**src/rtl/btn_conditioner.sv**
```systemverilog
// Multi-channel push-button front end: 2-flop sync, counter debounce,
// press/release pulses and optional hold-to-repeat fire pulses per channel.

module btn_chan #(
  parameter int DEBOUNCE_CYCLES = 1_000_000,
  parameter int REPEAT_DELAY    = 40_000_000,
  parameter int REPEAT_PERIOD   = 10_000_000,
  parameter int CNT_W           = 26
) (
  input  logic CLK,
  input  logic nRST,
  input  logic raw_i,
  input  logic rep_en_i,
  output logic level_o,
  output logic press_o,
  output logic release_o,
  output logic fire_o
);
  typedef enum logic [1:0] {IDLE, HOLD, DELAY, REPEAT} state_e;

  localparam logic [CNT_W-1:0] DEB_MAX = CNT_W'(DEBOUNCE_CYCLES - 1);
  localparam logic [CNT_W-1:0] RD_MAX  = CNT_W'(REPEAT_DELAY - 1);
  localparam logic [CNT_W-1:0] RP_MAX  = CNT_W'(REPEAT_PERIOD - 1);

  logic             s1_q, s2_q;
  logic             level_q, level_d;
  logic             press_q, press_d, rel_q, rel_d, fire_q, fire_d;
  logic [CNT_W-1:0] dcnt_q, dcnt_d, rcnt_q, rcnt_d;
  state_e           state_q, state_d;

  // Any cycle where s2 agrees with the accepted level restarts the count.
  always_comb begin
    dcnt_d  = '0;
    level_d = level_q;
    press_d = 1'b0;
    rel_d   = 1'b0;
    if (s2_q != level_q) begin
      if (dcnt_q == DEB_MAX) begin
        level_d = ~level_q;
        press_d = ~level_q;
        rel_d   = level_q;
      end else begin
        dcnt_d = dcnt_q + 1'b1;
      end
    end
  end

  always_comb begin
    state_d = state_q;
    rcnt_d  = rcnt_q;
    fire_d  = 1'b0;
    case (state_q)
      IDLE: if (press_d) begin
        fire_d  = 1'b1;
        rcnt_d  = '0;
        state_d = rep_en_i ? DELAY : HOLD;
      end
      HOLD: if (rel_d) state_d = IDLE;
      DELAY: begin
        // Release takes priority over a coinciding repeat tick.
        if (rel_d) begin
          state_d = IDLE;
          rcnt_d  = '0;
        end else if (rcnt_q == RD_MAX) begin
          fire_d  = 1'b1;
          rcnt_d  = '0;
          state_d = REPEAT;
        end else begin
          rcnt_d = rcnt_q + 1'b1;
        end
      end
      REPEAT: begin
        if (rel_d) begin
          state_d = IDLE;
          rcnt_d  = '0;
        end else if (rcnt_q == RP_MAX) begin
          fire_d = 1'b1;
          rcnt_d = '0;
        end else begin
          rcnt_d = rcnt_q + 1'b1;
        end
      end
      default: state_d = IDLE;
    endcase
  end

  always_ff @(posedge CLK) begin
    if (!nRST) begin
      s1_q    <= 1'b0;
      s2_q    <= 1'b0;
      level_q <= 1'b0;
      press_q <= 1'b0;
      rel_q   <= 1'b0;
      fire_q  <= 1'b0;
      dcnt_q  <= '0;
      rcnt_q  <= '0;
      state_q <= IDLE;
    end else begin
      s1_q    <= raw_i;
      s2_q    <= s1_q;
      level_q <= level_d;
      press_q <= press_d;
      rel_q   <= rel_d;
      fire_q  <= fire_d;
      dcnt_q  <= dcnt_d;
      rcnt_q  <= rcnt_d;
      state_q <= state_d;
    end
  end

  assign level_o   = level_q;
  assign press_o   = press_q;
  assign release_o = rel_q;
  assign fire_o    = fire_q;
endmodule

module btn_conditioner #(
  parameter int N_CH            = 5,
  parameter int DEBOUNCE_CYCLES = 1_000_000,
  parameter int REPEAT_DELAY    = 40_000_000,
  parameter int REPEAT_PERIOD   = 10_000_000,
  parameter int CNT_W           = 26
) (
  input  logic            CLK,
  input  logic            nRST,
  input  logic [N_CH-1:0] btn_raw,
  input  logic [N_CH-1:0] repeat_en,
  output logic [N_CH-1:0] btn_level,
  output logic [N_CH-1:0] btn_press,
  output logic [N_CH-1:0] btn_release,
  output logic [N_CH-1:0] btn_fire
);
  for (genvar i = 0; i < N_CH; i++) begin : g_ch
    btn_chan #(
      .DEBOUNCE_CYCLES(DEBOUNCE_CYCLES),
      .REPEAT_DELAY   (REPEAT_DELAY),
      .REPEAT_PERIOD  (REPEAT_PERIOD),
      .CNT_W          (CNT_W)
    ) u_ch (
      .CLK      (CLK),
      .nRST     (nRST),
      .raw_i    (btn_raw[i]),
      .rep_en_i (repeat_en[i]),
      .level_o  (btn_level[i]),
      .press_o  (btn_press[i]),
      .release_o(btn_release[i]),
      .fire_o   (btn_fire[i])
    );
  end
endmodule
```
**config.mk**
```make
export PLATFORM = sky130hd
export DESIGN_NAME = btn_conditioner
export DESIGN_NICKNAME = d
export VERILOG_FILES = /design/src/rtl/btn_conditioner.sv
export SDC_FILE = /design/constraint.sdc
export NUM_CORES = 1
export LEC_CHECK = 0
export ABC_AREA = 1
export CAP_MARGIN = 25
export CORE_MARGIN = 1.5
export CORE_UTILIZATION = 55
export DETAILED_ROUTE_END_ITERATION = 12
export PLACE_DENSITY = 0.71
export SLEW_MARGIN = 20
export SYNTH_ARGS = -nofsm -noshare
export SYNTH_HDL_FRONTEND = slang
export SYNTH_SLANG_ARGS = --single-unit
```
**constraint.sdc**
```tcl
create_clock -name CLK -period 3.4 [get_ports CLK]
set_input_delay 0.68 -clock CLK [delete_from_list [all_inputs] [get_ports CLK]]
set_output_delay 0.68 -clock CLK [all_outputs]
set_load 0.02 [all_outputs]
```
==> impl_results.md <==
- Status: complete, no violations
- Fillcell total: about 3400
- Clock Latency Late Sink: ~0.56 ns
- TritonRoute pass-1 iters: 5
- Util after Layout: 60.7%
- Post-synth top cells: 843 x nand2_1, 588 x nor2_1, 338 x inv_1
- Syn. warnings: 0
- Post-Syn Area: 0.0195 mm^2
- DRC viols: 0
- Crit start category: register
- Initial Util: a little under three fifths
- Final setup viols: 0
- Buffer depth of the longest clock path: 3
- Vias in the first global route: 18500
- Die Area: between 0.03 and 0.04 mm^2
- Root buf cell: clkbuf_16
- Clock transition at path regs: 0.06 ns
- Die height: 191 um
- # diodes: 0
- # resized after CTS: 0
- Period minus WS final: ~2.5 ns
- Hpwl dp: approximately 36000 um
- Final Hold Vio Count: 0
- Hold Path Class: reg2reg
- Net Count, Synth: 3197
- Final ANT Viol Nets: 0
- CTS buffer count: 37
- Max Slew Vio Count: 0
- Routability-driven placement congestion ratio: 0.954
- Drt total wl: 49600 um
- Die width: 191 um
- First-pass GRT wire length: about 85000 um
- Crit-path max FO: 13
- GRT Total Usage: around 27%
- TritonCTS clock tree: done
- Predominant post-synthesis flop cell: dfxtp_1
- H-tree Lvls: 2
- Yosys top cell by area: dfxtp_1
- Via/cell ratio: 5.40
- Sequential area share after synthesis: 30.7%
- Slew headroom: 30.3%
- Lkg Pwr: between 7 and 8 nW
- Layout Skew: 0.0157 ns
- Tcrit/Tclk final: a little over 70%
- Setup total negative slack: 0 ns
- Synthesis-stage register bit count: 300
- Vias: 19600
- Share of synthesized registers carrying an async set or reset: 0%
- Crit path capture type: register
- I/O pin cnt: 32
- GRT overflow: 0
- Area contributors post-synth: dfxtp_1 31%, nand2_1 16%, nor2_1 11%
- Share of cells above drive strength 1: 7.72%
- Max-Cap Viols: 0
- IO Port Bufs: 31
- RSZ-0062 raised after global routing: no
- Wire per inst: 13.7 um
- Worst path required time: 3.81 ns
- Synth top area share: 30.7%
- Final-stage net count: between 3000 and 4000
- Initial DRC count: 1260
- Synth cell types: 50
- Pwr per Cell Area: 367 mW/mm^2
- Peak VDD IR: 0.358 mV
- Largest net degree at the start of global routing: 48
- Syn Area/Cell: 6.15 um^2
- Critical Path AT: 2.88 ns
- Setup CP Type: reg2reg
- Core box area: approximately 0.035 mm^2
- Fmax: roughly 0.41 GHz
- Postcts setup bufs: 0
- Syn Inst Count: roughly 3200
- Num rows: 68
- Hold_buf cts: 0
- Synthesis-to-finish area growth: 8.14%
- Worst Max-Slew Pin Slew: around 1.0 ns
- Clock sink count: 300
- Number of synthesized flops with an enable pin: 0
- Top-count cell post-synth: nand2_1
- Initial antenna violation count: 0
==> layer usage <==
| metal | GRT usage, % | vias up | part of all wire, % |
|---|---|---|---|
| li1 | - | 10100 | - |
| met1 | 34.4 | 8942 | 45 |
| met2 | 48.1 | 446 | 48 |
| met3 | 3.38 | 102 | 4.7 |
| met4 | 9.68 | 0 | 2.7 |
| met5 | 0 | - | 0 |
==> where the power goes <==
| group | total (mW) | switching [mW] | internal, mW |
|---|---|---|---|
| sequential | 3.53 | 0.00434 | 3.52 |
| clock | 4.13 | 1.58 | 2.56 |
| combinational | 0.0937 | 0.0687 | 0.0250 |
==> cells by family after synthesis <==
kind of cell             share of synthesized area, %
AND/OR/NAND/NOR                                  47.8
flip-flops                                       30.7
XOR/XNOR                                         3.59
adder cells (fa/ha/maj)                         0.640
buffers and inverters                            10.5
AO/OA/AOI/OAI                                    6.75
==> critical path, stage by stage (launching register included) <==
cell and delay (ns):
dfxtp_1 0.47, ha_1 0.31, nand2_1 0.15, nor2_4 0.18
inv_1 0.06, nor2_1 0.11, nand2_1 0.07, nor2_2 0.54
nor2_1 0.11, nand3_1 0.09, nand2_1 0.07, nor2_1 0.11
nor2_1 0.05
==> registers in the layout (all words and copies together) (netlist names) <==
name	flops
g_ch.u_ch.dcnt_q	130
g_ch.u_ch.fire_o	5
g_ch.u_ch.level_o	5
g_ch.u_ch.press_o	5
g_ch.u_ch.rcnt_q	130
g_ch.u_ch.release_o	5
g_ch.u_ch.s1_q	5
g_ch.u_ch.s2_q	5
g_ch.u_ch.state_q	10
==> metrics by stage <==
stage	instances	hold WS [ns]	instance area, um^2	worst slack (ns)	power [mW]
2_1_floorplan	3175	0.390	19500	1.67	3.66
3_3_place_gp	3563	0.395	19800	1.10	3.70
4_1_cts	3630	0.414	21100	0.972	7.86
5_1_grt	3630	0.429	21100	0.667	7.99
3_5_place_dp	3564	0.401	19800	1.00	3.70
6_report	3630	0.412	21100	0.936	7.75
==> final timing paths <==
check                          from                 endpoint  slack, ns  cells after the start
max reg2reg  g_ch[1].u_ch.rcnt_q[0]  g_ch[1].u_ch.rcnt_q[12]       0.94                     12
min reg2reg       g_ch[2].u_ch.s1_q        g_ch[2].u_ch.s2_q       0.41                      2
min               g_ch[2].u_ch.s1_q        g_ch[2].u_ch.s2_q       0.41                      2
max          g_ch[1].u_ch.rcnt_q[0]  g_ch[1].u_ch.rcnt_q[12]       0.94                     12
==> final cells by class <==
type                       count  area [um^2]  area share (%)
timing repair buffer          44          410            1.94
multi-input combinational   2401        11500            54.4
inverter                     364         1370            6.48
sequential                   300         6010            28.4
clock inverter                12          184           0.870
clock buffer                  54         1100            5.21
tap                          455          569            2.69
==> cells in the final DEF, fill, tap and decap left out, types with 16 or more instances in the layout <==
cell type / instances
nand2_1: 843
nor2_1: 586
inv_1: 338
dfxtp_1: 300
nand3_1: 256
a21oi_1: 157
nand4_1: 111
nor3_1: 82
xor2_1: 63
clkbuf_16: 38
nor2_2: 37
clkdlybuf4s50_1: 30
nand2_2: 24
or2_2: 24
o21ai_0: 23
inv_2: 21
nand3_2: 17
nand3b_1: 17
xnor2_1: 17
o2111ai_1: 17
nor3b_1: 16
Power figures use the tool's default switching activity.
